## config.mk

```make
export PLATFORM = sky130hd
export DESIGN_NAME = counter_mod_updown
export DESIGN_NICKNAME = d
export VERILOG_FILES = /design/src/rtl/counter_pkg.sv /design/src/rtl/tick_prescaler.sv /design/src/rtl/counter_mod_updown.sv
export SDC_FILE = /design/constraint.sdc
export NUM_CORES = 1
export LEC_CHECK = 0
export ABC_AREA = 1
export CAP_MARGIN = 15
export CORE_AREA = 2 2 39 41
export CTS_CLUSTER_DIAMETER = 30
export DETAILED_ROUTE_END_ITERATION = 12
export DIE_AREA = 0 0 41 43
export GPL_ROUTABILITY_DRIVEN = 0
export PLACE_DENSITY = 0.74
export SYNTH_ARGS = -nofsm -noshare
export SYNTH_HDL_FRONTEND = slang
export SYNTH_SLANG_ARGS = --single-unit
```

## constraint.sdc

```tcl
create_clock -name clk -period 2.3 [get_ports clk]
set_input_delay 0.46 -clock clk [delete_from_list [all_inputs] [get_ports clk]]
set_output_delay 0.46 -clock clk [all_outputs]
set_load 0.02 [all_outputs]
```

## src/rtl/counter_pkg.sv

```systemverilog
// Shared constants and helpers for the up/down modulo counter family.
// Saturating behaviour is selected in the top with COUNTER_MOD_SATURATE_EN.
package counter_pkg;

   localparam int DEFAULT_WIDTH    = 4;
   localparam int DEFAULT_MODULO   = 16;
   localparam int DEFAULT_PRESCALE = 1;

   localparam logic DIR_UP   = 1'b1;
   localparam logic DIR_DOWN = 1'b0;

   // Clamp a load value into 0..modulo-1; modulo is 33 bits so 2^32 is representable.
   function automatic logic [31:0] clamp_load(input logic [31:0] value,
                                              input logic [32:0] modulo);
      logic [32:0] max_val;
      max_val = modulo - 33'd1;
      return ({1'b0, value} > max_val) ? max_val[31:0] : value;
   endfunction

endpackage

```

## src/rtl/tick_prescaler.sv

```systemverilog
// Divides the count enable: emits one tick per PRESCALE enabled cycles.
// With PRESCALE=1 the tick is the enable itself and no register exists.
module tick_prescaler #(
   parameter int PRESCALE = 1
) (
   input  logic clk,
   input  logic rst_i,
   input  logic en_i,
   input  logic restart_i,
   output logic tick_o
);

   generate
      if (PRESCALE == 1) begin : g_bypass
         logic unused_ok;
         assign unused_ok = ^{clk, rst_i, restart_i};
         assign tick_o    = en_i;
      end else begin : g_count
         localparam int              CW   = $clog2(PRESCALE);
         localparam logic [CW-1:0]   LAST = CW'(PRESCALE - 1);

         logic [CW-1:0] pre_cnt;

         // NOTE: sequential state uses non-blocking assignments so every register
         // samples pre-edge values regardless of block evaluation order.
         always_ff @(posedge clk or negedge rst_i) begin
            if (!rst_i) begin
               pre_cnt <= '0;
            end else if (restart_i) begin
               pre_cnt <= '0;
            end else if (en_i) begin
               pre_cnt <= (pre_cnt == LAST) ? '0 : pre_cnt + CW'(1);
            end
         end

         assign tick_o = en_i && (pre_cnt == LAST);
      end
   endgenerate

endmodule

```

## src/rtl/counter_mod_updown.sv

```systemverilog
// Up/down modulo counter with load, clear, prescaled enable, tc decode and wrap pulse.
// Define COUNTER_MOD_SATURATE_EN to saturate at the limits instead of wrapping.
module counter_mod_updown
   import counter_pkg::*;
#(
   parameter int     WIDTH    = DEFAULT_WIDTH,
   parameter longint MODULO   = DEFAULT_MODULO,
   parameter int     PRESCALE = DEFAULT_PRESCALE
) (
   input  logic             clk,
   input  logic             rst_i,
   input  logic             en_i,
   input  logic             up_i,
   input  logic             clr_i,
   input  logic             load_i,
   input  logic [WIDTH-1:0] load_val_i,
   output logic [WIDTH-1:0] q_o,
   output logic             tc_o,
   output logic             wrap_o
);

   localparam logic [WIDTH-1:0] Q_MAX = WIDTH'(MODULO - 1);

   logic             tick;
   logic             at_max;
   logic             at_min;
   logic [WIDTH-1:0] load_clamped;

   assign at_max       = (q_o == Q_MAX);
   assign at_min       = (q_o == '0);
   assign load_clamped = WIDTH'(clamp_load(32'(load_val_i), 33'(MODULO)));

   tick_prescaler #(
      .PRESCALE (PRESCALE)
   ) u_prescaler (
      .clk       (clk),
      .rst_i     (rst_i),
      .en_i      (en_i),
      .restart_i (clr_i | load_i),
      .tick_o    (tick)
   );

   // Priority: clear > load > tick > hold; a tick coinciding with clear/load is dropped.
   always_ff @(posedge clk or negedge rst_i) begin
      if (!rst_i) begin
         q_o    <= '0;
         wrap_o <= 1'b0;
      end else if (clr_i) begin
         q_o    <= '0;
         wrap_o <= 1'b0;
      end else if (load_i) begin
         q_o    <= load_clamped;
         wrap_o <= 1'b0;
      end else if (tick) begin
         if (up_i == DIR_UP) begin
            if (at_max) begin
`ifdef COUNTER_MOD_SATURATE_EN
               q_o    <= q_o;
`else
               q_o    <= '0;
`endif
               wrap_o <= 1'b1;
            end else begin
               q_o    <= q_o + WIDTH'(1);
               wrap_o <= 1'b0;
            end
         end else begin
            if (at_min) begin
`ifdef COUNTER_MOD_SATURATE_EN
               q_o    <= q_o;
`else
               q_o    <= Q_MAX;
`endif
               wrap_o <= 1'b1;
            end else begin
               q_o    <= q_o - WIDTH'(1);
               wrap_o <= 1'b0;
            end
         end
      end else begin
         wrap_o <= 1'b0;
      end
   end

   // Combinational decode; may glitch when up_i changes.
   assign tc_o = (up_i == DIR_UP) ? at_max : at_min;

endmodule

```

==> flow_summary.toml, run 1 <==
[detailed_routing]
firstDrtPassIters = 4
first_iter_violations = 17
vias_per_cell = 4.768
finalWirelength_um = 1000
ant_nets = 0
vias = 472
top_layer_used = "met4"
wl_per_cell_um = 10.10
remaining_drc_errors = 0
wl_met2_um = 449
wl_met3_um = 49
wl_met1_um = 463

[synthesis]
synth_edf_count = 0
ys_seq_area_frac = 0.2874
synth_top_area_frac = 0.2874
postSynthNetCount = 74
yosysTopAreaCell = "dfrtp_1"
yosys.area_share.simple = 0.4282
syn-instance-count = 62
synthAdderAreaFrac = 0.05747
synthFlopType = "dfrtp_1"
synthArstFlopShare = 1.000
synth-xor-area-share = 0
synth_top_family_by_area = "simple AND/OR/NAND/NOR gates"
synth_area_sq_um = 435.4
synth_compound_area_frac = 0.1207
avgSynthCellArea_sq_um = 7.023
synth_warnings = 0
ys_ff_latch = 5
ys_types = 20
synth_area_leaders = "dfrtp_1 (29%), nand2_1 (14%), nand3_1 (9.2%)"
synthMuxAreaShare = 0

[setup_path]
cpMaxStageDelayCell = "dfrtp_1"
end_kind = "primary output"
cp_num_buf_inv = 3
r2r_start = "q_o[1]$_DFFE_PN0P_"
worst-path-max-fanout = 6
path_cells = "inv_1, ha_1, inv_1, nor3_2, nand2_1, nand2_2, dlygate4sd2_1"
cp_data_required_time_ns = 1.84
cp.arrival_ns = 1.69
critical-path-top-delay-family = "buffers and inverters"
r2r_slack_ns = 0.93
rr_worst_depth = 10
path_class = "flop to primary output"
r2r-end = "q_o[3]$_DFFE_PN0P_"
crit_path_start_kind = "flop"
crit_path_max_incr_delay_ns = 0.45
crit_cells = 7
crit_top_cell = "inv_1"

[power]
power_leakage_nw = 0.3039
switching_power_uw = 117.7
seqPwrFrac = 0.312
power_uw = 340.3
powerDensity_mw_per_mm2 = 528.1
comb_power_share = 0.370
pwr-share-clk = 0.319
intPower_uw = 222.6
vdd_drop_max_uv = 317.7
switching_share = 0.3458

[global_routing]
grt_pass1_wl_um = 1697
grt_max_degree = 8
grt_usage = 0.1391
antenna_found_initial = 0
overflow = 0
grt_pass1_vias = 436

[sta]
setup-tns-final_ns = 0
finalClockSkew_ns = 0.001285
final.period_utilization = 0.9346
setup_slack_ns = 0.1504
hold_viol = 0
finalSetupViolations = 0
min_period_ns = 2.150
slew_violations = 0
rsz0062_at_grt = "false"
tightest_slew_ns = 0.2333
holdWs_ns = 0.4211
slew-limit-headroom = 0.8444
max_freq_ghz = 0.4652

[clock_network]
ctsHtreeMaxLevel = 1
cts-buffers-inserted = 3
cts.root.buffer_cell = "clkbuf_4"
cts.sinks = 5
path_clk_slew_ns = 0.05
cts_buffer_depth = 2
clk_latency_ns = 0.25
cts_hold_buf = 0
cts_tree = "built"

[finish]
diodes = 0
final_cell_mix = "nand2_1 (16), clkdlybuf4s50_1 (14), inv_1 (8), nand3_1 (8), dfrtp_1 (5)"
final_common_cell = "nand2_1"
syn_to_final_growth_pct = 47.99
nets = 96
drive_gt1_frac = 0.1807

[die]
die_h_um = 43
rows = 14
dieArea_sq_mm = 0.001763
core_sq_mm = 0.001384
die-width_um = 41
pin_count = 16
initial_core_util = 0.3146

[place]
place_ws_ns = 0.03137
hpwl_um = 800
portBuffers = 15

[hold_path]
hold_path.class = "input port to asynchronous set/reset pin"

[status]
outcome = "complete, no violations"

[job]
maxCapViolCount = 0
[through the flow]
stage,utilization,instances,instance area [sq um]
final,0.4656,99,644.4
after global routing,0.4656,99,644.4
after CTS,0.4656,99,644.4
after detailed placement,0.4476,95,619.3
after global placement,0.4476,95,619.3
after floorplan,-,62,435.4
[synth_stat cells (2+ instances only)]
library cell and n:
inv_1 8, nor2_1 2, o211ai_1 2, nand3_1 8, o21ai_0 4, dfrtp_1 5, or2_2 2, nand4_1 2
nand2_1 16, ha_1 2, nor2_4 2
[power by group through the flow]
| stage | sequential, mW | combinational (mW) | clock [mW] |
|---|---|---|---|
| after floorplan | 0.116 | 0.0636 | 0 |
| after global routing | 0.108 | 0.140 | 0.115 |
| after CTS | 0.106 | 0.126 | 0.109 |
| after detailed placement | 0.107 | 0.127 | 0 |
| final | 0.106 | 0.126 | 0.109 |
| after global placement | 0.107 | 0.125 | 0 |
[worst register-to-register path, stage by stage, from the launching register on]
cell     delay (ns)
dfrtp_1        0.46
inv_1          0.10
ha_1           0.18
inv_1          0.10
nor3_2         0.06
nor2_1         0.08
nand2_1        0.05
nand2_1        0.05
nand2_1        0.04
nand2_1        0.08
nand2_1        0.05
[area by class of cell]
type,instances,area (sq um)
clock buffer,4,26.28
inverter,8,30.03
fill,140,739.5
sequential,5,125.1
tap,16,20.02
multi-input combinational,47,264.0
timing repair buffer,19,178.9
[sequential cells by signal, indices dropped and copies added, names as in the netlist]
register / cells
q_o: 4
wrap_o: 1
[cell families after synthesis]
group,after synthesis
buffers and inverters,10
AO/OA/AOI/OAI,9
adder cells (fa/ha/maj),2
AND/OR/NAND/NOR,36
flip-flops,5
[how the worst max path moves through the flow]
stage	startpoint	endpoint
after CTS	q_o[1]$_DFFE_PN0P_	tc_o
after global placement	up_i	tc_o
final	q_o[1]$_DFFE_PN0P_	tc_o
after detailed placement	up_i	tc_o
after global routing	q_o[1]$_DFFE_PN0P_	tc_o
after floorplan	q_o[0]$_DFFE_PN0P_	tc_o
[per-layer routing]
| metal | vias up | GRT usage |
|---|---|---|
| met5 | - | 0 |
| met4 | 0 | 0.1000 |
| li1 | 243 | - |
| met1 | 205 | 0.1792 |
| met3 | 5 | 0.01571 |
| met2 | 19 | 0.2031 |
[repair_timing]
action / in CTS / in global routing
resized for setup: 1 / 0
setup buffers: 0 / 0
setup endpoints to repair: 1 / 0
(Power assumes the default switching activity.)
==> run 2, diff against run 1 <==
--- a/config.mk
+++ b/config.mk
@@ -12,7 +12,9 @@
 export DETAILED_ROUTE_END_ITERATION = 12
 export DIE_AREA = 0 0 41 43
 export GPL_ROUTABILITY_DRIVEN = 0
+export HOLD_SLACK_MARGIN = 0.12
 export PLACE_DENSITY = 0.74
+export SKIP_CTS_REPAIR_TIMING = 1
 export SYNTH_ARGS = -nofsm -noshare
 export SYNTH_HDL_FRONTEND = slang
 export SYNTH_SLANG_ARGS = --single-unit
==> flow_summary.toml, run 2 (same netlist as run 1, synthesis figures left out) <==
[sta]
hold_viol = 0
tightest_slew_ns = 0.2397
max_freq_ghz = 0.4872
final.period_utilization = 0.8924
min_period_ns = 2.052
rsz0062_at_grt = "false"
slew_violations = 0
slew-limit-headroom = 0.8402
finalSetupViolations = 0
setup-tns-final_ns = 0
finalClockSkew_ns = 0.001995

[detailed_routing]
ant_nets = 0
firstDrtPassIters = 4
vias = 492
vias_per_cell = 4.970
finalWirelength_um = 1000
remaining_drc_errors = 0
first_iter_violations = 11
wl_per_cell_um = 10.10

[die]
initial_core_util = 0.3146
dieArea_sq_mm = 0.001763
core_sq_mm = 0.001384
die-width_um = 41
die_h_um = 43
rows = 14
pin_count = 16

[status]
outcome = "complete, no violations"

[global_routing]
overflow = 0
grt_usage = 0.1401
grt_pass1_vias = 442
grt_max_degree = 8
antenna_found_initial = 0
grt_pass1_wl_um = 1711

[clock_network]
cts-buffers-inserted = 3
path_clk_slew_ns = 0.05
cts.root.buffer_cell = "clkbuf_4"
cts_buffer_depth = 2
clk_latency_ns = 0.25
cts_tree = "built"
ctsHtreeMaxLevel = 1
cts.sinks = 5

[finish]
diodes = 0
top_regs = "q_o x4, wrap_o x1"
final_cell_mix = "nand2_1 (16), clkdlybuf4s50_1 (14), inv_1 (8), nand3_1 (8), dfrtp_1 (5)"
syn_to_final_growth_pct = 48.85
largest_reg_flops = 4
largest_register = "q_o"
drive_gt1_frac = 0.1807
fin_area_sq_um = 648.1
nets = 96
final_common_cell = "nand2_1"

[setup_path]
crit_path_start_kind = "flop"
path_cells = "inv_1, ha_1, inv_1, nor3_2, nand2_1, nand2_2, dlymetal6s2s_1"
crit_start = "q_o[1]$_DFFE_PN0P_"
path_class = "flop to primary output"
cp.arrival_ns = 1.59
end_kind = "primary output"
r2r_start = "q_o[1]$_DFFE_PN0P_"
cp_data_required_time_ns = 1.84
r2r_slack_ns = 0.91
cpMaxStageDelayCell = "dfrtp_1"
worst-path-max-fanout = 6
crit_path_max_incr_delay_ns = 0.45
crit_top_cell = "inv_1"

[power]
vdd_drop_max_uv = 318.8
power_leakage_nw = 0.3160
powerDensity_mw_per_mm2 = 528.0
power_uw = 342.2

[place]
portBuffers = 15
post_dp_cell_area_sq_um = 619.3
hpwl_um = 800

[hold_path]
hold_path.class = "input port to asynchronous set/reset pin"

[job]
maxCapViolCount = 0
==> run 2: cell count changes in the layout (fill, tap and decap cells not counted), sizes merged <==
cell,change
dlymetal6s2s,+1
dlygate4sd2,-1
==> run 2: critical path, delay by kind of cell (launching register included) <==
kind,cells,cell delay (ns)
adder cells (fa/ha/maj),1,0.14
buffers and inverters,3,0.39
flip-flops,1,0.45
AND/OR/NAND/NOR,3,0.34
==> run 2: per-layer routing <==
layer	global-route usage	routed length (um)	up-vias
met3	0.01571	59	3
met2	0.2031	479	24
met4	0.1000	19	0
met1	0.1824	441	221
met5	0	0	-
li1	-	-	244
==> run 2: report_power, final <==
part / total [mW] / switching [mW] / internal [mW]
Clock: 0.109 / 0.0432 / 0.0661
Combinational: 0.127 / 0.0650 / 0.0618
Sequential: 0.106 / 0.0105 / 0.0957
Total: 0.342 / 0.119 / 0.224
==> run 2: final cells by class <==
cell class                      instances  area (sq um)
Timing Repair Buffer                   19         182.7
Inverter                                8         30.03
Tap cell                               16         20.02
Clock buffer                            4         26.28
Fill cell                             140         735.7
Multi-Input combinational cell         47         264.0
Sequential cell                         5         125.1
==> run 2: worst paths after layout <==
path	endpoint	cells past startpoint
worst min register to register	q_o[1]$_DFFE_PN0P_	2
worst min-delay path	q_o[1]$_DFFE_PN0P_	1
worst max-delay path	tc_o	7
worst max register to register	q_o[1]$_DFFE_PN0P_	6
max in group asynchronous	wrap_o$_DFF_PN0_	1
min in group clk	q_o[1]$_DFFE_PN0P_	2
==> run 2: through the flow <==
step	setup slack, ns	utilization	instances	hold slack (ns)
after floorplan	0.6947	-	62	0.1644
after global placement	0.04965	0.4476	95	0.6718
after detailed placement	0.03137	0.4476	95	0.6600
after CTS	-0.1219	0.4665	99	0.4278
after global routing	0.1421	0.4684	99	0.4547
final	0.2476	0.4684	99	0.4193
==> run 3, diff against run 2 <==
--- a/config.mk
+++ b/config.mk
@@ -13,7 +13,6 @@
 export DIE_AREA = 0 0 41 43
 export GPL_ROUTABILITY_DRIVEN = 0
 export HOLD_SLACK_MARGIN = 0.12
-export PLACE_DENSITY = 0.74
 export SKIP_CTS_REPAIR_TIMING = 1
 export SYNTH_ARGS = -nofsm -noshare
 export SYNTH_HDL_FRONTEND = slang
==> flow_summary.toml, run 3 (same netlist as run 1, synthesis figures left out) <==
[status]
outcome = "complete, no violations"

[clock_network]
ctsHtreeMaxLevel = 1
path_clk_slew_ns = 0.04
cts.sinks = 5
cts-buffers-inserted = 3
clk_latency_ns = 0.23
cts.root.buffer_cell = "clkbuf_4"
cts_buffer_depth = 2
cts_tree = "built"

[die]
pin_count = 16
die-width_um = 41
rows = 14
initial_core_util = 0.3146
die_h_um = 43
core_sq_mm = 0.001384
dieArea_sq_mm = 0.001763

[sta]
rsz0062_at_grt = "false"
hold_viol = 0
finalClockSkew_ns = 0.001061
final.period_utilization = 0.8627
max_freq_ghz = 0.5040
slew-limit-headroom = 0.8500
tightest_slew_ns = 0.2250
min_period_ns = 1.984
finalSetupViolations = 0
setup_slack_ns = 0.3159
setup-tns-final_ns = 0
slew_violations = 0
holdWs_ns = 0.4403

[global_routing]
antenna_found_initial = 0
grt_pass1_vias = 418
grt_usage = 0.1335
grt_pass1_wl_um = 1621
overflow = 0
grt_max_degree = 8

[detailed_routing]
first_iter_violations = 3
wl_per_cell_um = 9.253
finalWirelength_um = 916
remaining_drc_errors = 0
firstDrtPassIters = 4
vias = 446
vias_per_cell = 4.505
ant_nets = 0

[finish]
layout.cells.non_filler = 99
regArea_sq_um = 125.1
drive_gt1_frac = 0.1807
multi_input_area_sq_um = 264.0
fin_area_sq_um = 648.1
nets = 96
final_cell_mix = "nand2_1 (16), clkdlybuf4s50_1 (14), inv_1 (8), nand3_1 (8), dfrtp_1 (5)"
top_regs = "q_o x4, wrap_o x1"
largest_reg_flops = 4
diodes = 0
syn_to_final_growth_pct = 48.85
final_common_cell = "nand2_1"
largest_register = "q_o"
utilization = 0.4684
fill_cells = 152

[place]
dp.cells = 95
portBuffers = 15
place_ws_ns = -0.01215
post_dp_cell_area_sq_um = 619.3
hpwl_um = 822.5

[setup_path]
path_class = "flop to primary output"
cp_data_required_time_ns = 1.84
cp.arrival_ns = 1.52
crit_path_start_kind = "flop"
path_cells = "inv_1, ha_1, inv_1, nor3_2, nand2_1, nand2_2, dlymetal6s2s_1"
crit_top_cell = "inv_1"
rr_worst_depth = 6
cpMaxStageDelayCell = "dfrtp_1"
crit_path_max_incr_delay_ns = 0.44
worst-path-max-fanout = 6
end_kind = "primary output"

[power]
power_leakage_nw = 0.3160
powerDensity_mw_per_mm2 = 507.3
vdd_drop_max_uv = 142.8
power_uw = 328.8

[job]
maxCapViolCount = 0

[hold_path]
hold_path.class = "input port to asynchronous set/reset pin"
==> run 3: layout make-up <==
type                       count  share of cell area
sequential                     5              0.1931
inverter                       8             0.04633
multi-input combinational     47              0.4073
clock buffer                   4             0.04054
tap                           16             0.03089
timing repair buffer          19              0.2819
==> run 3: path summary, 6_finish.rpt <==
check | startpoint | end | slack (ns)
worst min register to register | q_o[1]$_DFFE_PN0P_ | q_o[1]$_DFFE_PN0P_ | 0.66
worst max-delay path | q_o[1]$_DFFE_PN0P_ | tc_o | 0.32
worst max register to register | q_o[1]$_DFFE_PN0P_ | q_o[1]$_DFFE_PN0P_ | 0.94
min in group clk | q_o[1]$_DFFE_PN0P_ | q_o[1]$_DFFE_PN0P_ | 0.66
worst min-delay path | rst_i | q_o[0]$_DFFE_PN0P_ | 0.44
max in group asynchronous | rst_i | q_o[3]$_DFFE_PN0P_ | 1.68
==> run 3: routing by layer <==
layer | vias to the layer above | track usage | wire length, um
met5 | - | 0 | 0
met4 | 0 | 0.08000 | 0
met3 | 0 | 0 | 44
met2 | 15 | 0.1969 | 461
met1 | 189 | 0.1865 | 410
li1 | 242 | - | -
==> run 3: critical path: cells and delay by family (launching register included) <==
kind                     cells  cell delay [ns]
buffers and inverters        3             0.38
adder cells (fa/ha/maj)      1             0.14
flip-flops                   1             0.44
AND/OR/NAND/NOR              3             0.32
==> run 3: where the power goes <==
part	switching [mW]	internal [mW]
sequential	0.00986	0.0959
combinational	0.0640	0.0620
clock	0.0317	0.0653
